File: src/rtl/cdu_read_counter.sv
// CDU read counter: accumulates fine/coarse step requests into the angle register and
// meters the change out to the AGC as rate-limited +/- count pulses.
module cdu_read_counter #(
  parameter int CNT_W     = 16,
  parameter int CRS_SHIFT = 6,
  parameter int PEND_W    = 12,
  parameter int PULSE_CYC = 4
) (
  input  logic             CLOCKH,
  input  logic             rst_n,
  input  logic             PS25KH,
  input  logic             _800LHI,
  input  logic             UPLVL,
  input  logic             DNLVL,
  input  logic             TPF1,
  input  logic             TPC1,
  input  logic             CDUZ,
  output logic [CNT_W-1:0] READ_CNT,
  output logic             CDUP,
  output logic             CDUM,
  output logic             BUSY,
  output logic             OVF
);

  // Working width holds PEND + delta - sent without overflow before clamping.
  localparam int SUM_W = ((PEND_W > CNT_W) ? PEND_W : CNT_W) + 3;
  localparam int CW    = $clog2(PULSE_CYC + 1);
  localparam logic signed [SUM_W-1:0] PMAX_S = SUM_W'((64'sd1 <<< (PEND_W - 1)) - 64'sd1);
  localparam logic signed [SUM_W-1:0] NMIN_S = -PMAX_S;

  typedef enum logic [1:0] {
    IDLE  = 2'd0,
    PLUS  = 2'd1,
    MINUS = 2'd2
  } state_t;

  function automatic logic [PEND_W-1:0] sat_pend(input logic signed [SUM_W-1:0] v);
    logic [PEND_W-1:0] r;
    if (v > PMAX_S) begin
      r = PMAX_S[PEND_W-1:0];
    end else if (v < NMIN_S) begin
      r = NMIN_S[PEND_W-1:0];
    end else begin
      r = v[PEND_W-1:0];
    end
    return r;
  endfunction

  state_t                   state_r, state_nxt_s;
  logic [CW-1:0]            cnt_r, cnt_nxt_s;
  logic [CNT_W-1:0]         read_cnt_r, read_nxt_s;
  logic [PEND_W-1:0]        pend_r, pend_nxt_s;
  logic                     cdup_r, cdum_r, busy_r, ovf_r;
  logic                     cdup_nxt_s, cdum_nxt_s, busy_nxt_s, ovf_nxt_s, ovf_hit_s;
  logic                     pend_pos_s, pend_neg_s, start_up_s, start_dn_s;
  logic signed [SUM_W-1:0]  mag_s, delta_s, sent_s, pend_sum_s;

  // Step delta, pending-count update, and pulse sequencing for the next edge.
  always_comb begin
    mag_s       = SUM_W'(TPF1) + (SUM_W'(TPC1) << CRS_SHIFT);
    delta_s     = {SUM_W{1'b0}};
    sent_s      = {SUM_W{1'b0}};
    state_nxt_s = state_r;
    cnt_nxt_s   = cnt_r;

    if (PS25KH && UPLVL && !DNLVL) begin
      delta_s = mag_s;
    end else if (PS25KH && DNLVL && !UPLVL) begin
      delta_s = -mag_s;
    end else begin
      delta_s = {SUM_W{1'b0}};
    end

    // Pulse decision looks at the registered PEND, before this cycle's delta.
    pend_neg_s = pend_r[PEND_W-1];
    pend_pos_s = !pend_r[PEND_W-1] && (pend_r != {PEND_W{1'b0}});
    start_up_s = (state_r == IDLE) && _800LHI && !CDUZ && pend_pos_s;
    start_dn_s = (state_r == IDLE) && _800LHI && !CDUZ && pend_neg_s;

    if (start_up_s) begin
      sent_s = SUM_W'(1);
    end else if (start_dn_s) begin
      sent_s = {SUM_W{1'b1}};
    end else begin
      sent_s = {SUM_W{1'b0}};
    end

    case (state_r)
      IDLE: begin
        if (start_up_s) begin
          state_nxt_s = PLUS;
          cnt_nxt_s   = {CW{1'b0}};
        end else if (start_dn_s) begin
          state_nxt_s = MINUS;
          cnt_nxt_s   = {CW{1'b0}};
        end else begin
          state_nxt_s = IDLE;
          cnt_nxt_s   = {CW{1'b0}};
        end
      end
      PLUS, MINUS: begin
        if (cnt_r == CW'(PULSE_CYC - 1)) begin
          state_nxt_s = IDLE;
          cnt_nxt_s   = {CW{1'b0}};
        end else begin
          state_nxt_s = state_r;
          cnt_nxt_s   = cnt_r + CW'(1);
        end
      end
      default: begin
        state_nxt_s = IDLE;
        cnt_nxt_s   = {CW{1'b0}};
      end
    endcase

    pend_sum_s = SUM_W'($signed(pend_r)) + delta_s - sent_s;
    ovf_hit_s  = (pend_sum_s > PMAX_S) || (pend_sum_s < NMIN_S);

    // Zero command discards this cycle's delta; an in-flight pulse still finishes.
    if (CDUZ) begin
      read_nxt_s = {CNT_W{1'b0}};
      pend_nxt_s = {PEND_W{1'b0}};
      ovf_nxt_s  = 1'b0;
    end else begin
      read_nxt_s = read_cnt_r + delta_s[CNT_W-1:0];
      pend_nxt_s = sat_pend(pend_sum_s);
      ovf_nxt_s  = ovf_r | ovf_hit_s;
    end

    cdup_nxt_s = (state_nxt_s == PLUS);
    cdum_nxt_s = (state_nxt_s == MINUS);
    busy_nxt_s = (pend_nxt_s != {PEND_W{1'b0}}) || (state_nxt_s != IDLE);
  end

  // State and registered outputs.
  always_ff @(posedge CLOCKH or negedge rst_n) begin
    if (!rst_n) begin
      state_r    <= IDLE;
      cnt_r      <= {CW{1'b0}};
      read_cnt_r <= {CNT_W{1'b0}};
      pend_r     <= {PEND_W{1'b0}};
      cdup_r     <= 1'b0;
      cdum_r     <= 1'b0;
      busy_r     <= 1'b0;
      ovf_r      <= 1'b0;
    end else begin
      state_r    <= state_nxt_s;
      cnt_r      <= cnt_nxt_s;
      read_cnt_r <= read_nxt_s;
      pend_r     <= pend_nxt_s;
      cdup_r     <= cdup_nxt_s;
      cdum_r     <= cdum_nxt_s;
      busy_r     <= busy_nxt_s;
      ovf_r      <= ovf_nxt_s;
    end
  end

  assign READ_CNT = read_cnt_r;
  assign CDUP     = cdup_r;
  assign CDUM     = cdum_r;
  assign BUSY     = busy_r;
  assign OVF      = ovf_r;

endmodule
File: config.mk
export PLATFORM = sky130hd
export DESIGN_NAME = cdu_read_counter
export DESIGN_NICKNAME = d
export VERILOG_FILES = /design/src/rtl/cdu_read_counter.sv
export SDC_FILE = /design/constraint.sdc
export NUM_CORES = 1
export LEC_CHECK = 0
export CORE_ASPECT_RATIO = 0.9
export CORE_MARGIN = 3
export CORE_UTILIZATION = 60
export CTS_CLUSTER_SIZE = 28
export DETAILED_ROUTE_END_ITERATION = 7
export GPL_TIMING_DRIVEN = 0
export PLACE_DENSITY = 0.8
export REMOVE_ABC_BUFFERS = 1
export SLEW_MARGIN = 20
export SYNTH_ARGS = -nofsm -noshare
export SYNTH_HDL_FRONTEND = slang
export SYNTH_SLANG_ARGS = --single-unit
File: constraint.sdc
create_clock -name CLOCKH -period 13 [get_ports CLOCKH]
set_input_delay 2.6 -clock CLOCKH [delete_from_list [all_inputs] [get_ports CLOCKH]]
set_output_delay 2.6 -clock CLOCKH [all_outputs]
set_load 0.02 [all_outputs]
==> results.yml, run 1 <==
finish:
  final_cells: 445
  final_cell_mix: "dfrtp_1 (37), inv_1 (36), ha_1 (34)"
  antenna_cells: 0
  finalNetCount: 435
  area_growth_syn_to_layout_pct: 13.4
  fin_area_um2: 3690
  drive_gt1_frac: 0.0632
  layout_commonest_cell: "dfrtp_1"
  final_core_util: 0.731
  nFillCells: 378
synthesis:
  synth_area_um2: 3250
  synth_top_family_by_area: "compound AO/OA/AOI/OAI gates"
  synth_edf_count: 0
  synth_seq_cells: 37
  synth_compound_area_frac: 0.239
  ys_top_cells_by_area: "dfrtp_1 (28%), ha_1 (13%), fa_1 (7.4%)"
  synth_top_area_frac: 0.285
  synth-simple-area-share: 0.175
  postSynth.asyncResetShare: 1.00
  synth_cell_types: 59
  synthMuxAreaShare: 0.00346
  yosysWarnings: 0
  synthXorXnorAreaFrac: 0.0431
  synth_cells: 349
  syn_avg_cell_area_um2: 9.31
  synth_ff_type: "dfrtp_1"
  synthAdderAreaFrac: 0.205
  seq_area_frac_synth: 0.285
  yosysTopAreaCell: "dfrtp_1"
setup_path:
  ff2ff_path_depth: 15
  cp.required_ns: 13.11
  cp-startpoint: "CDUZ"
  r2r_start: "state_r[0]$_DFF_PN0_"
  cp.arrival_ns: 8.31
  cp_slowest_cell: "clkdlybuf4s50_1"
  regToRegEndpoint: "BUSY$_DFF_PN0_"
  worstPathMaxFanout: 28
  end_kind: "flop"
  crit_path_frequent_cell: "inv_1"
  crit_chain: "clkdlybuf4s50_1, inv_1, nand4_1, inv_1, fa_1, inv_1, ha_1, nor2b_1, a221oi_1, nand3_1, nor4_1, or4b_4, o31a_1, o21ai_1, o221ai_1"
  path_class: "in2reg"
  reg2reg_setup_slack_ns: 7.91
  start_kind: "primary input"
  critPathMaxStageDelay_ns: 1.20
routing:
  wl_per_cell_um: 17.2
  highest-signal-layer: "met4"
  ant_nets: 0
  met1_length_um: 3590
  met2_length_um: 3600
  first_pass_iters: 4
  dr_total_vias: 2746
  wl_um: 7650
  drc: 0
  drt_iter0_markers: 110
  via_per_inst: 6.17
  wl_met3_um: 370
worst_hold_path:
  holdCritPathClass: "reg2reg"
  hold_start: "cnt_r[0]$_DFF_PN0_"
  hold_depth: 1
  hold_path_end: "cnt_r[0]$_DFF_PN0_"
global_routing:
  grt_pass1_vias: 2692
  grt_pass1_wl_um: 12800
  track_usage: 0.256
  grt-ovfl-total: 0
  antenna_found_initial: 0
  grt_max_degree: 29
floorplanning:
  die_h_um: 75.8
  io_pins: 29
  core_um2: 5040
  start_util: 0.644
  dieArea_um2: 6340
  die_w_um: 83.6
  fp-row-count: 24
cts:
  clock_path_buffers: 2
  holdBufCountCts: 0
  clkTransAtPathRegs_ns: 0.07
  clock_sinks: 37
  cts_tree: "done"
  ctsResizeCount: 0
  insertion_delay_ns: 0.29
  numCtsBuffers: 5
  cts_max_level: 2
  post-cts-setup-buffer-count: 0
  root_buffer: "clkbuf_8"
status:
  status: "finished clean"
placement:
  placed_area_um2: 3600
  port_buffers: 28
  gp_congestion: 0.851
  dp.cells: 438
  hpwl_um: 6070
power:
  peakVddDrop_mv: 0.227
  powerDensity_nw_per_um2: 264
  leakagePower_nw: 1.80
timing:
  final.setup.tns_ns: 0
  slew_viol_final: 0
  fin_crit_sh: 0.631
  finalClockSkew_ns: 0.00609
  fmax_mhz: 122
  min_period_ns: 8.20
  relSlewSlack: 0.260
  rsz0062_at_grt: "no"
  hold_viol: 0
  holdWs_ns: 0.465
  tightest_slew_ns: 1.11
  setup_viol: 0
run:
  drv_cap: 0
-- kinds of logic (layout without fill, tap and decap cells) --
kind of cell | after synthesis | count (layout)
fa+ha+maj | 46 | 46
buf+inv | 41 | 72
compound gates | 108 | 108
simple gates | 100 | 100
mux | 1 | 1
flops | 37 | 37
xor+xnor | 16 | 16
-- synthesized netlist by cell type, types with 2 or more instances --
| cell | n |
|---|---|
| or3_1 | 2 |
| a21o_1 | 17 |
| a21boi_0 | 2 |
| nor3_1 | 6 |
| nand3_1 | 6 |
| o31a_1 | 3 |
| nor3b_1 | 3 |
| dfrtp_1 | 37 |
| nor2_1 | 26 |
| ha_1 | 34 |
| inv_1 | 36 |
| and3_1 | 5 |
| a2111oi_2 | 2 |
| o21ai_0 | 13 |
| a211oi_1 | 5 |
| fa_1 | 12 |
| or4_1 | 3 |
| o21bai_1 | 6 |
| a31o_2 | 3 |
| a22oi_1 | 2 |
| a211o_1 | 2 |
| nor2b_1 | 9 |
| a21oi_1 | 24 |
| and2_1 | 4 |
| a2111o_1 | 3 |
| o21a_1 | 5 |
| nor4b_1 | 2 |
| xnor2_1 | 10 |
| o21ai_1 | 4 |
| nor4_1 | 5 |
| or2_2 | 2 |
| nand2b_1 | 6 |
| nand4_1 | 2 |
| a21bo_2 | 2 |
| o211ai_1 | 3 |
| xor2_1 | 6 |
| clkbuf_1 | 3 |
| a2111oi_0 | 3 |
| nand2_1 | 11 |
-- how the worst max path moves through the flow --
stage	to	cells past startpoint
2_1_floorplan	pend_r[2]$_DFF_PN0_	13
3_3_place_gp	BUSY$_DFF_PN0_	15
3_5_place_dp	BUSY$_DFF_PN0_	15
4_1_cts	BUSY$_DFF_PN0_	15
5_1_grt	BUSY$_DFF_PN0_	15
6_report	BUSY$_DFF_PN0_	15
-- final cells by class --
| type | count | area [µm²] | share of cell area |
|---|---|---|---|
| Multi-Input combinational cell | 271 | 2160 | 0.587 |
| Tap cell | 65 | 81.3 | 0.0221 |
| Timing Repair Buffer | 29 | 295 | 0.0801 |
| Sequential cell | 37 | 926 | 0.251 |
| Clock buffer | 7 | 86.3 | 0.0234 |
| Inverter | 36 | 135 | 0.0366 |
-- metal layers --
metal,up-vias,track usage
met4,0,0.0875
met5,-,0
met2,70,0.423
li1,1339,-
met1,1327,0.345
met3,10,0.0497
-- state kept, by name, summed over array words and instances (netlist names) --
name	count
OVF	1
pend_r	12
BUSY	1
state_r	2
READ_CNT	16
CDUP	1
cnt_r	3
CDUM	1
-- worst max-delay path: cells and delay by family --
kind                       cells  cell delay (ns)
buffers and inverters          4             1.89
AOI/OAI and AO/OA              4             1.06
and+or+nand+nor                5             1.78
adders and majority gates      2             0.95
-- per-stage QoR --
step | setup WS (ns) | power [mW]
2_1_floorplan | 6.71 | 0.717
3_3_place_gp | 4.72 | 0.850
3_5_place_dp | 4.57 | 0.878
4_1_cts | 4.88 | 0.964
5_1_grt | 4.45 | 1.06
6_report | 4.80 | 0.973
-- where the power goes --
group	leakage [nW]	switching (mW)	internal, mW	total [mW]
clock network	0.0443	0.0412	0.0421	0.0833
registers	0.483	0.0197	0.148	0.168
logic	1.27	0.425	0.297	0.722
total	1.80	0.486	0.487	0.973
Note: power is estimated with default switching activity, not from simulation.
==> inputs of run 2 (changes only) <==
- CORE_UTILIZATION: 60 -> 53
- PLACE_DENSITY: 0.8 -> 0.74
- clock period: 13 -> 7.2 ns (I/O delays scaled with it)
==> run 2 against run 1 <==
  * Largest cell class unchanged
  * Critical path depth is the same
  * Clock skew about the same
  * Count of clock-buffer cells in the layout is the same
  * Non-clock buffer count is the same
==> results.yml, run 2 (same netlist as run 1, synthesis figures left out) <==
timing:
  rsz0062_at_grt: "no"
  hold_viol: 0
  fin_crit_sh: 0.913
  relSlewSlack: 0.276
  finalClockSkew_ns: 0.00565
  setup_viol: 0
  fmax_mhz: 152
  final.setup.tns_ns: 0
  slew_viol_final: 0
  holdWs_ns: 0.442
  tightest_slew_ns: 1.08
  min_period_ns: 6.58
finish:
  area_growth_syn_to_layout_pct: 14.9
  final_cell_mix: "dfrtp_1 (37), inv_1 (36), ha_1 (34)"
  multiInputGateArea_um2: 2160
  antenna_cells: 0
  finalNetCount: 435
  layout_commonest_cell: "dfrtp_1"
  regArea_um2: 926
  nFillCells: 497
  drive_gt1_frac: 0.0656
  largest_reg_flops: 16
  final_cells: 451
status:
  status: "finished clean"
floorplanning:
  fp-row-count: 26
  io_pins: 29
  dieArea_um2: 7110
  core_um2: 5790
  die_h_um: 80.3
  start_util: 0.561
  die_w_um: 88.6
global_routing:
  grt_max_degree: 29
  grt_pass1_vias: 2707
  antenna_found_initial: 0
  grt_pass1_wl_um: 12400
  grt-ovfl-total: 0
  track_usage: 0.218
cts:
  numCtsBuffers: 5
  root_buffer: "clkbuf_8"
  clock_sinks: 37
  clock_path_buffers: 2
  clkTransAtPathRegs_ns: 0.07
  insertion_delay_ns: 0.29
  cts_max_level: 2
  cts_tree: "done"
placement:
  dp.cells: 443
  hpwl_um: 5610
  port_buffers: 28
  gp_congestion: 0.894
routing:
  first_pass_iters: 4
  drt_iter0_markers: 119
  highest-signal-layer: "met4"
  wl_um: 7190
  ant_nets: 0
  wl_met3_um: 400
  met2_length_um: 3260
  via_per_inst: 6.08
  dr_total_vias: 2740
  drc: 0
  wl_per_cell_um: 15.9
  met1_length_um: 3470
setup_path:
  end_kind: "flop"
  path_class: "in2reg"
  cp.arrival_ns: 6.76
  cp.required_ns: 7.39
  start_kind: "primary input"
  worstPathMaxFanout: 28
run:
  drv_cap: 0
power:
  finalPower_mw: 1.79
  leakagePower_nw: 1.83
  peakVddDrop_mv: 0.282
  powerDensity_nw_per_um2: 479
worst_hold_path:
  holdCritPathClass: "reg2reg"
-- run 2: cell count changes in the layout (fill, tap and decap cells not counted), sizes merged --
cell	change
bufinv	+1
clkdlybuf4s50	-1
dlymetal6s2s	+1
-- run 2: metal layers --
layer / vias up / GRT usage
met4: 0 / 0.0378
met1: 1321 / 0.310
li1: 1334 / -
met2: 79 / 0.347
met5: - / 0
met3: 6 / 0.0441
-- run 2: final timing paths --
| check | startpoint | end | slack (ns) | cells after the start |
|---|---|---|---|---|
| max in group asynchronous | rst_n | OVF$_DFF_PN0_ | 5.63 | 2 |
| setup reg to reg | state_r[1]$_DFF_PN0_ | BUSY$_DFF_PN0_ | 2.19 | 15 |
| min in group asynchronous | rst_n | pend_r[3]$_DFF_PN0_ | 1.11 | 1 |
| hold reg to reg | cnt_r[0]$_DFF_PN0_ | cnt_r[0]$_DFF_PN0_ | 0.44 | 1 |
| setup / recovery | CDUZ | BUSY$_DFF_PN0_ | 0.62 | 15 |
| hold / removal | cnt_r[0]$_DFF_PN0_ | cnt_r[0]$_DFF_PN0_ | 0.44 | 1 |
-- run 2: power breakdown --
part	total [mW]	leakage (nW)	internal (mW)	switching, mW
sequential	0.301	0.483	0.267	0.0345
combinational	1.30	1.28	0.534	0.764
clock	0.187	0.0585	0.113	0.0738
-- run 2: through the flow --
stage,worst slack (ns),area (µm²),util
after global placement,0.0205,3590,0.620
final,0.625,3730,0.645
after global routing,0.266,3730,0.645
after CTS,0.249,3730,0.644
after detailed placement,-0.00127,3610,0.624
after floorplan,2.07,3220,-
-- run 2: cell type report --
class / count / area share
tap: 70 / 0.0235
clock inverter: 1 / 0.00804
inverter: 36 / 0.0362
multi-input combinational: 271 / 0.579
timing repair buffer: 29 / 0.0818
sequential: 37 / 0.248
clock buffer: 7 / 0.0231
-- run 2: repair_timing --
action,4_1_cts,5_1_grt
endpoints found under the setup margin,0,5
resized for setup,0,1
buffers inserted,0,0
endpoints found under the hold margin,0,0
hold buffers,0,0
-- run 2: worst max-delay path, stage by stage --
cell and delay [ns]:
dlymetal6s2s_1 0.80, inv_1 0.29, nand4_1 0.43, inv_1 0.36
fa_1 0.60, inv_1 0.04, ha_1 0.35, nor2b_1 0.17
a221oi_1 0.26, nand3_1 0.16, nor4_1 0.45, or4b_4 0.55
o311ai_1 0.47, a2111oi_2 0.15, o221ai_1 0.22
==> inputs of run 3 (changes only) <==
- CORE_ASPECT_RATIO: 0.9 -> 2
==> run 3 against run 2 <==
  * Sequential share of layout area down 0.19 points
  * Clock skew is 0.0021 ns lower
  * Sequential power is 1% higher
  * Via count is 0.26% lower
  * Cell count decreased by 2.0%
  * First-iteration DRC count down 5.9%
  * Clock power rose by 35%
  * Critical path depth unchanged
  * Worst hold slack better by 0.0096 ns
  * Combinational power hardly changed
==> results.yml, run 3 (same netlist as run 1, synthesis figures left out) <==
floorplanning:
  dieArea_um2: 7170
  core_um2: 5810
  start_util: 0.560
  fp-row-count: 39
  die_w_um: 61.4
  io_pins: 29
  die_h_um: 117
placement:
  gp_congestion: 0.895
  dp.cells: 434
  dp_slack_ns: -0.195
  hpwl_um: 6150
  port_buffers: 28
finish:
  final_cell_mix: "dfrtp_1 (37), inv_1 (36), ha_1 (34)"
  drive_gt1_frac: 0.0709
  largest_reg_flops: 16
  finalNetCount: 435
  antenna_cells: 0
  layout_commonest_cell: "dfrtp_1"
  area_growth_syn_to_layout_pct: 15.7
  final_cells: 442
routing:
  met2_length_um: 4360
  dr_total_vias: 2733
  met1_length_um: 2730
  via_per_inst: 6.18
  first_pass_iters: 4
  drc: 0
  wl_um: 7560
  highest-signal-layer: "met4"
  drt_iter0_markers: 112
  ant_nets: 0
  wl_per_cell_um: 17.1
  wl_met3_um: 193
global_routing:
  grt-ovfl-total: 0
  track_usage: 0.241
  grt_max_degree: 30
  grt_pass1_wl_um: 13000
  antenna_found_initial: 0
  grt_pass1_vias: 2915
power:
  powerDensity_nw_per_um2: 493
  leakagePower_nw: 1.83
  peakVddDrop_mv: 0.338
  finalPower_mw: 1.86
cts:
  clock_sinks: 37
  cts_max_level: 2
  numCtsBuffers: 5
  cts_tree: "done"
  insertion_delay_ns: 0.28
  root_buffer: "clkbuf_16"
  clkTransAtPathRegs_ns: 0.06
  clock_path_buffers: 2
  ctsResizeCount: 0
  post-cts-setup-buffer-count: 0
  holdBufCountCts: 0
setup_path:
  worstPathMaxFanout: 28
  cp.required_ns: 7.32
  cp-startpoint: "CDUZ"
  crit_path_frequent_cell: "inv_1"
  crit_chain: "buf_2, inv_1, nand4_1, inv_1, fa_1, inv_1, ha_1, nor2b_1, a221oi_1, nand3_1, nor4_1, or4b_4, o31a_1, o21ai_1, o221ai_1"
  path_class: "in2reg"
  r2r_start: "state_r[0]$_DFF_PN0_"
  cp_slowest_cell: "fa_1"
  end_kind: "flop"
  cp.arrival_ns: 6.32
  critPathMaxStageDelay_ns: 0.58
  start_kind: "primary input"
timing:
  hold_viol: 0
  fmax_mhz: 161
  slew_viol_final: 0
  min_period_ns: 6.20
  relSlewSlack: 0.579
  setup_ws_ns: 1.00
  tightest_slew_ns: 0.616
  rsz0062_at_grt: "no"
  fin_crit_sh: 0.861
  finalClockSkew_ns: 0.00359
  setup_viol: 0
worst_hold_path:
  holdCritPathClass: "reg2reg"
  hold_start: "cnt_r[0]$_DFF_PN0_"
run:
  drv_cap: 0
status:
  status: "finished clean"
## run 3: changes by cell type in the layout (fill, tap and decap cells not counted)
cell | previous run | this run
buf_12 | 0 | 1
buf_16 | 1 | 0
buf_2 | 1 | 2
clkbuf_1 | 1 | 0
clkbuf_16 | 0 | 5
clkbuf_8 | 6 | 0
clkinv_4 | 0 | 1
clkinvlp_4 | 0 | 1
dlymetal6s2s_1 | 1 | 0
## run 3: final timing paths
check                                   endpoint  slack [ns]  cells past startpoint
min                           cnt_r[0]$_DFF_PN0_        0.45                      1
min in group asynchronous  READ_CNT[1]$_DFF_PN0_        1.01                      1
min reg2reg                   cnt_r[0]$_DFF_PN0_        0.45                      1
max reg2reg                       BUSY$_DFF_PN0_        2.19                     15
max in group asynchronous         CDUP$_DFF_PN0_        5.77                      2
max                               BUSY$_DFF_PN0_         1.0                     15
## run 3: metal layers
metal  vias to the layer above  track usage
met5                         -            0
li1                       1325            -
met3                        20       0.0277
met1                      1334        0.245
met4                         0        0.119
met2                        54        0.456
## run 3: per-stage QoR
step           instance area, µm²  setup TNS [ns]  hold WS, ns  utilization
4_1_cts                      3770               0        0.448        0.649
6_report                     3760               0        0.451        0.648
5_1_grt                      3760               0        0.468        0.648
3_5_place_dp                 3600           -1.06        0.440        0.619
2_1_floorplan                3220               0        0.409            -
3_3_place_gp                 3580          -0.193        0.439        0.617
## run 3: layout make-up
class | count | area, µm²
tap | 61 | 76.3
multi-input combinational | 271 | 2160
clock buffer | 5 | 125
fill | 488 | 2040
sequential | 37 | 926
timing repair buffer | 29 | 290
clock inverter | 3 | 46.3
inverter | 36 | 135
## run 3: worst max-delay path, delay by kind of cell
| family | cells | cell delay, ns |
|---|---|---|
| adder cells (fa/ha/maj) | 2 | 0.93 |
| AND/OR/NAND/NOR | 5 | 1.80 |
| AO/OA/AOI/OAI | 4 | 1.09 |
| buffers and inverters | 4 | 1.04 |
## run 3: where the power goes
part,switching [mW],internal (mW),leakage [nW]
combinational,0.764,0.534,1.27
sequential,0.0377,0.267,0.483
clock,0.0886,0.164,0.0800
total,0.890,0.965,1.83
